===== src/rtl/cfu_quant_sequencer.sv =====
// Sequences the two-stage cfu_quantizer over a stream of int32 accumulators and packs four
// int8 results per output word. Define QSEQ_SATCNT_EN to add the saturation counter.
module cfu_quant_sequencer #(
   parameter int NCH  = 16,
   parameter int CH_W = $clog2(NCH)
) (
   input  logic                     clk,
   input  logic                     rst_n,
   input  logic                     cfg_we,
   input  logic [CH_W-1:0]          cfg_addr,
   input  logic signed [31:0]       cfg_bias,
   input  logic signed [31:0]       cfg_mul,
   input  logic signed [5:0]        cfg_shift,
   input  logic signed [31:0]       glb_offset,
   input  logic signed [31:0]       glb_min,
   input  logic signed [31:0]       glb_max,
   input  logic                     in_valid,
   output logic                     in_ready,
   input  logic signed [31:0]       in_acc,
   input  logic [CH_W-1:0]          in_ch,
   input  logic                     in_last,
   output logic                     out_valid,
   input  logic                     out_ready,
   output logic [31:0]              out_word,
   output logic [2:0]               out_bytes,
   output logic signed [31:0]       q_data_in,
   output logic signed [31:0]       q_bias,
   output logic signed [31:0]       q_mul,
   output logic signed [31:0]       q_offset,
   output logic signed [31:0]       q_min,
   output logic signed [31:0]       q_max,
   output logic signed [5:0]        q_shift,
   output logic [1:0]               q_control,
   input  logic signed [31:0]       q_data_out,
`ifdef QSEQ_SATCNT_EN
   input  logic                     sat_clr,
   output logic [15:0]              sat_count,
`endif
   output logic                     busy
);

   localparam int DATA_W = 32;

   typedef enum logic [2:0] {IDLE, ST0, ST1, CAPT, EMIT} state_t;

   state_t state, state_nxt;

   logic signed [DATA_W-1:0] tbl_bias  [NCH];
   logic signed [DATA_W-1:0] tbl_mul   [NCH];
   logic signed [5:0]        tbl_shift [NCH];

   logic [3:0][7:0] lanes;
   logic [2:0]      cnt;
   logic            last_r;
   logic            accept;
   logic [CH_W-1:0] rd_ch;

   assign accept = in_valid & in_ready;
   // Channels past the end of a non-power-of-2 table fall back to entry 0.
   assign rd_ch  = (int'(in_ch) < NCH) ? in_ch : '0;
   assign busy   = (state != IDLE);

   always_ff @(posedge clk or negedge rst_n) begin
      if (!rst_n) state <= IDLE;
      else        state <= state_nxt;
   end

   always_comb begin
      state_nxt = state;
      in_ready  = 1'b0;
      q_control = 2'd3;
      out_valid = 1'b0;
      case (state)
         IDLE: begin
            in_ready = rst_n;
            if (in_valid) state_nxt = ST0;
         end
         ST0: begin
            q_control = 2'd0;
            state_nxt = ST1;
         end
         ST1: begin
            q_control = 2'd1;
            state_nxt = CAPT;
         end
         CAPT: state_nxt = (cnt == 3'd3 || last_r) ? EMIT : IDLE;
         EMIT: begin
            out_valid = 1'b1;
            if (out_ready) state_nxt = IDLE;
         end
         default: state_nxt = IDLE;
      endcase
   end

   assign out_word  = out_valid ? lanes : '0;
   assign out_bytes = out_valid ? cnt : '0;

   // Requant table: a same-cycle accept reads the old entry since both act on one edge.
   always_ff @(posedge clk or negedge rst_n) begin
      if (!rst_n) begin
         for (int i = 0; i < NCH; i++) begin
            tbl_bias[i]  <= '0;
            tbl_mul[i]   <= '0;
            tbl_shift[i] <= '0;
         end
      end else if (cfg_we && int'(cfg_addr) < NCH) begin
         tbl_bias[cfg_addr]  <= cfg_bias;
         tbl_mul[cfg_addr]   <= cfg_mul;
         tbl_shift[cfg_addr] <= cfg_shift;
      end
   end

   // Operands latch at accept and hold until the next accept.
   always_ff @(posedge clk or negedge rst_n) begin
      if (!rst_n) begin
         q_data_in <= '0;
         q_bias    <= '0;
         q_mul     <= '0;
         q_shift   <= '0;
         q_offset  <= '0;
         q_min     <= '0;
         q_max     <= '0;
         last_r    <= 1'b0;
         lanes     <= '0;
         cnt       <= '0;
      end else begin
         if (accept) begin
            q_data_in <= in_acc;
            q_bias    <= tbl_bias[rd_ch];
            q_mul     <= tbl_mul[rd_ch];
            q_shift   <= tbl_shift[rd_ch];
            q_offset  <= glb_offset;
            q_min     <= glb_min;
            q_max     <= glb_max;
            last_r    <= in_last;
         end
         if (state == CAPT) begin
            lanes[cnt[1:0]] <= q_data_out[7:0];
            cnt             <= cnt + 3'd1;
         end
         if (state == EMIT && out_ready) begin
            lanes  <= '0;
            cnt    <= '0;
            last_r <= 1'b0;
         end
      end
   end

`ifdef QSEQ_SATCNT_EN
   always_ff @(posedge clk or negedge rst_n) begin
      if (!rst_n)
         sat_count <= '0;
      else if (sat_clr)
         sat_count <= '0;
      else if (state == CAPT && (q_data_out == q_min || q_data_out == q_max) &&
               sat_count != 16'hFFFF)
         sat_count <= sat_count + 16'd1;
   end
`else
   logic q_hi_unused;
   assign q_hi_unused = ^q_data_out[DATA_W-1:8];
`endif

endmodule

===== config.mk =====
export PLATFORM = sky130hd
export DESIGN_NAME = cfu_quant_sequencer
export DESIGN_NICKNAME = d
export VERILOG_FILES = /design/src/rtl/cfu_quant_sequencer.sv
export SDC_FILE = /design/constraint.sdc
export NUM_CORES = 2
export LEC_CHECK = 0
export CORE_MARGIN = 4
export CORE_UTILIZATION = 60
export DETAILED_ROUTE_END_ITERATION = 16
export DONT_BUFFER_PORTS = 1
export MAX_ROUTING_LAYER = met4
export PLACE_DENSITY_LB_ADDON = 0.08
export SLEW_MARGIN = 20
export SYNTH_ARGS = -nofsm -noshare
export SYNTH_HDL_FRONTEND = slang
export SYNTH_SLANG_ARGS = --single-unit

===== constraint.sdc =====
create_clock -name clk -period 3.05 [get_ports clk]
set_input_delay 0.305 -clock clk [delete_from_list [all_inputs] [get_ports clk]]
set_output_delay 0.305 -clock clk [all_outputs]
set_load 0.05 [all_outputs]

# Yosys cells after proc, flatten, opt, wreduce, memory -nomap -nowiden
# Cells that the tools add are included.
# op_classes
addsub,1
multipliers,0
div,0
n_lt_le_gt_ge,5
eq_ne,7
shift,0
muxes,34
bitwise,3
n_reduce_logical,9
# ops
op,count
bitwise mux 512 bit,2
binary-select mux 32 bit (select 4 bit),2
two-way mux 32 bit,8
demux 32 bit (select 4 bit),1
bitwise mux 96 bit,1
bitwise mux 32 bit,1
binary-select mux 6 bit (select 4 bit),1
demux 6 bit (select 4 bit),1
two-way mux 3 bit,6
two-way mux 6 bit,3
demux 8 bit (select 2 bit),1
case mux 3 bit (5 select lines),1
>= comparator 5 bit (second input constant),2
NOT 4 -> 5 bit,2
equality test 3 x 2 -> 1 bit (second input constant),3
two-way mux 8 bit,1
less-than comparator 5 x 1 -> 1 bit (second input constant),1
two-way mux 1 bit,4
!= test 2 bit (second input constant),2
case mux 2 bit (2 select lines),1
nonzero test 2 bit,2
adder 3 x 1 -> 3 bit (second input constant),1
equality test 3 x 1 -> 1 bit (second input constant),1
equality test 3 bit (second input constant),1
other kinds (8),10
# word_totals
reg_bits,1357
latch_bits,0
ram_bits,0
romBits,0
input_bits,244
output_inout_bits,238
wordCells,121
n_memories,0

# Depth between registers and ports, before layout
# depth
word_depth,7
mapped_depth,8
ltp_nobuf,5

# Worst setup path before layout
# Ideal clock, no wire load.
# synth_path
path_kind,register to output
startpoint,register state[1]
endpoint,output port out_word[22]
t_arrival_ns,2.059
required_ns,2.745
slack_ns,0.686
path_stages_with_launch,4
path_buffers,1
path_cell_list,dfrtp_1 > nor3b_1 > clkbuf_1 > and2_1
# synth_between
elab_chain_cells,3
# synth_rtl
element,line,text
start: declaration,46,"state_t state, state_nxt;"
start signal: assignment,65,else state <= state_nxt;
equality test 3 bit,73,case (state)
two-way mux 1 bit,73,
named net out_valid,22,"output logic out_valid,"
two-way mux 32 bit,95,assign out_word = out_valid ? lanes : '0;
end: declaration,24,"output logic [31:0] out_word,"
# The timed path passes the listed nets, and every way through them passes these cells.

# Worst setup path after layout
# layout_path
startpoint,register state[1]
endpoint,register q_mul[21]
# layout_between
elab_chain_cells,3
# layout_rtl
element,line,text
zero test 3 bit,73,
two-way mux 1 bit,73,
bitwise AND 1 bit,58,assign accept = in_valid & in_ready;
end signal: assignment,130,q_mul <= tbl_mul[rd_ch];
end: declaration,28,"output logic signed [31:0] q_mul,"
# Every way passes these cells.
# A chain may end at the register's enable or synchronous reset.

==> results.md <==
Outcome:
- The run finished, with violations left.
- The checks that failed: negative hold slack.

STA:
- The count of endpoints failing hold in the final timing report is 108.
- The setup total negative slack is 0 ns.
- Clock skew on the completed layout was measured at 0.0188 ns.
- The transition time at the pin with the least slew margin is 1.36 ns.
- The timing-limited maximum frequency is 348 MHz.
- The share of the clock period used by the worst path after layout is 94.1%.
- The final worst setup slack is 0.180 ns.
- The max-slew violation count is 0.
- The final setup violation count is 0.
- The tightest hold path in the finished design has a slack of -0.441 ns.
- The tightest slew margin relative to the limit is 9.50%.
- Setup repair after global routing left no endpoint under its margin.
- After layout, the minimum clock period comes to 2.87 ns.

Setup path:
- In this run the worst path has a maximum fanout of 48.
- The type of the worst setup path is flip-flop to flip-flop.
- Data arrives at the worst endpoint at 3.51 ns.
- The worst-case register-to-register setup slack is 0.18 ns.
- Walking the worst path, the cells encountered are nor4b_4 > buf_12 > nand2_8 > buf_6 > buf_4 > nand2_1 > o221ai_1 > dlygate4sd3_1.
- The worst path buffer plus inverter count is 4.
- For the worst setup path, the data required time is 3.69 ns.
- The delay of the slowest cell on the worst path is 0.60 ns.
- The worst-path cell with the longest stage delay is buf_4.
- The kind of capture point of the worst setup path is a flip-flop.
- In this run the worst setup path begins at state[1]$_DFFE_PN0P_.
- Grouping stages by cell kind, the critical path spends the most delay in buffers and inverters.
- STA classifies the critical path startpoint as a flip-flop.
- The startpoint identified for the worst register-to-register timing path is state[1]$_DFFE_PN0P_.

Cells and area:
- Compared with the post-synthesis result, the final layout area differs by 14.3%.
- The number of nets in the final layout is 4134.
- In the final layout, the multi-input gates occupy 23900 µm².
- Measured on the finished design, the core utilization comes to 69.6%.
- Once layout is done, the placed cells without fillers occupy 67700 µm².
- The share of cells above drive strength 1 is 44.9%.
- The number of inserted filler cells in the final layout is 6252.
- In the final layout, flip-flops and latches occupy 34000 µm².

Detailed routing:
- For this block, the routed nets add up to 149 mm of wire.
- The via count normalized by instance count is 6.41.
- For this run, design rule violations remaining after detail routing come to 0.
- In the final routed layout, each cell accounts on average for 28.2 µm.
- Summing over every cut layer, the via total after detailed routing is 33794.
- For this run, the detailed router's first-pass iteration total came to 6.
- The initial detailed-routing violation count is 2478.
- The detail route stage leaves a number of antenna-violating nets equal to 0.

Hold path:
- The worst hold path belongs to the class primary input to async pin.

GRT:
- Entering global routing, the biggest net connects 1359 pins.
- The first global-routing pass estimated 228 mm of wire.
- The total global routing track utilization is 29.8%.
- The residual overflow from global routing is 0.
- The number of global-route vias before repair is 36812.
- The initial antenna violation count came to 13.

Logic synthesis:
- Counting flops with an async set or reset pin after synthesis yields a share of 100%.
- The post-synth net total is 4015.
- The most instantiated library cell after synthesis is dfrtp_1.
- By count the netlist is led by dfrtp_1 (1357), mux2_2 (1209), mux4_2 (222).
- Synthesis handed over a netlist of 3766 instances.
- The synthesized design devotes to its leading area cell type 57.3% of total area.
- Synthesis instantiated 40 different standard cells from the library.
- The most used flip-flop cell after synthesis is dfrtp_1.
- By area the synthesized netlist is led by dfrtp_1 (57%), mux2_2 (23%), mux4_2 (8.4%).
- The number of enable-type register cells in the synthesized netlist is 0.
- Of all cell types, the one taking the most synthesized area is dfrtp_1.
- The area of the mapped netlist is 59200 µm².
- After synthesis, flip-flops and latches occupy 57.3% of the total area.
- The count of synthesis-stage warnings from yosys is 0.
- A synthesized cell averages 15.7 µm².
- The count of state elements after synthesis is 1357.

Power:
- VDD sags by at most 0.506 mV.
- The power per standard cell area is 852 nW/µm².
- The leakage power summed over all cells is 29.6 nW.

Floorplan:
- The floorplan has 114 rows.
- The area of the die is 104000 µm².
- From left edge to right edge, the die measures 322 µm.
- In this run the vertical extent of the chip is 322 µm.
- 482 I/O pins were placed.
- In this run the standard cell core region covers 97300 µm².
- The initial utilization of the core area, before any placement, comes to 60.9%.

CTS:
- The number of buffers on the longest clock path is 3.
- The number of CTS-inserted buffers is 144.
- The clock transition at the registers of the reported paths is 0.06 ns.
- Clock tree synthesis selected as its root buffer the cell clkbuf_16.
- At the later pin of the worst-skew pair, clock insertion delay measures 0.72 ns.
- The CTS tree is yes.
- The total number of H-tree levels is 4.
- The number of setup buffers added after CTS is 0.
- The sink count of the clock tree is 1357.

Flow run:
- The number of maximum-capacitance violations is 0.

Placement:
- During placement, the flow inserted port buffers numbering 0.
- The final HPWL from detailed placement is 78.7 mm.
- The worst slack after detailed placement is -0.117 ns.
- The weighted congestion at the end of routability-driven global placement is 0.809.
- The cell area after placement is 60300 µm².
logic make-up (layout without fill, tap and decap cells):
family | Yosys count | after routing | share of synthesized area [%]
muxes | 1668 | 1668 | 35.8
DFF | 1357 | 1357 | 57.3
buffers and inverters | 329 | 548 | 2.60
and+or+nand+nor | 211 | 211 | 1.66
AOI/OAI and AO/OA | 194 | 194 | 2.51
adders and majority gates | 5 | 5 | 0.106
xor gates and xnor gates | 2 | 2 | 0.0296
other | 0 | 13 | 0
where the power goes:
group / total [mW] / switching (mW) / internal (mW)
Sequential: 30.6 / 7.69 / 22.9
Combinational: 9.70 / 3.78 / 5.92
Clock: 17.4 / 6.89 / 10.5
Total: 57.7 / 18.4 / 39.3
path summary, 6_finish.rpt:
kind	cells after the start	end
hold reg to reg	1	tbl_mul[252]$_DFFE_PN0P_
hold / removal	1	q_max[26]$_DFFE_PN0P_
min in group clk	3	q_mul[2]$_DFFE_PN0P_
setup / recovery	8	q_mul[21]$_DFFE_PN0P_
setup reg to reg	8	q_mul[21]$_DFFE_PN0P_
max in group asynchronous	4	q_mul[16]$_DFFE_PN0P_
flip-flops by register name, indices dropped and copies added (netlist names), 3 cells and up:
name / cells
tbl_shift: 96
lanes: 32
q_min: 32
tbl_mul: 512
q_offset: 32
q_data_in: 32
cnt: 3
q_mul: 32
q_max: 32
q_shift: 6
tbl_bias: 512
q_bias: 32
state: 3
cells in the final DEF (no fill, tap or decap), types with 2 or more instances in the layout:
master | Yosys | final
buf_16 | 0 | 14
buf_12 | 0 | 28
clkbuf_8 | 1 | 34
a21oi_1 | 26 | 26
nand2_1 | 124 | 123
diode_2 | 0 | 13
clkbuf_1 | 128 | 33
nand3_1 | 3 | 2
nand2b_1 | 3 | 2
clkbuf_16 | 0 | 155
mux2_4 | 39 | 39
nor2_1 | 21 | 11
inv_1 | 5 | 5
ha_1 | 5 | 5
nor2b_4 | 0 | 2
mux4_2 | 222 | 222
buf_4 | 8 | 33
a32oi_1 | 29 | 29
o221ai_1 | 41 | 41
nand3b_1 | 3 | 3
mux2i_1 | 198 | 198
bufinv_16 | 0 | 7
dfrtp_1 | 1357 | 1357
and3_2 | 0 | 2
dlygate4sd3_1 | 0 | 219
a22o_1 | 8 | 8
a22oi_1 | 87 | 87
or3_4 | 0 | 3
o21ai_0 | 2 | 2
and2_1 | 38 | 37
mux2_2 | 1209 | 1209
nor2_4 | 0 | 10
clkinv_2 | 0 | 13
inv_6 | 0 | 4
layout make-up:
type | count | area share, %
Sequential cell | 1357 | 50.2
Clock inverter | 26 | 0.482
Inverter | 5 | 0.0277
Timing Repair Buffer | 297 | 5.09
Tap cell | 1276 | 2.36
Multi-Input combinational cell | 2080 | 35.3
Clock buffer | 220 | 6.53
Antenna cell | 13 | 0.0481
stage by stage:
step | power (mW) | hold WS, ns | std cells
2_1_floorplan | 37.1 | 0.00941 | 3766
3_3_place_gp | 38.6 | 0.0435 | 4780
3_5_place_dp | 39.6 | 0.0384 | 4780
4_1_cts | 57.5 | -0.740 | 5244
5_1_grt | 60.1 | -0.435 | 5270
6_report | 57.7 | -0.441 | 5274
worst reg2reg max path, stage by stage, from the launching register on:
cell and delay [ns]:
dfrtp_1 0.50, nor4b_4 0.10, buf_12 0.14, nand2_8 0.07, buf_6 0.55, buf_4 0.64
nand2_1 0.12, o221ai_1 0.09, dlygate4sd3_1 0.59
timing repair:
action / 4_1_cts / 5_1_grt
endpoints found under the setup margin: 0 / 32
endpoints found under the hold margin: 2713 / 623
hold buffers: 218 / 8
gates resized for setup: 0 / 1
per-layer routing:
metal  GRT usage (%)  vias to the layer above  part of all wire (%)
li1                -                    14125                     -
met1            39.8                    18528                    42
met2            48.1                      915                    50
met3            5.52                      226                   5.6
met4            7.49                        0                   2.1
met5               -                        -                     0
No activity file was read; power rests on OpenSTA's default activity.
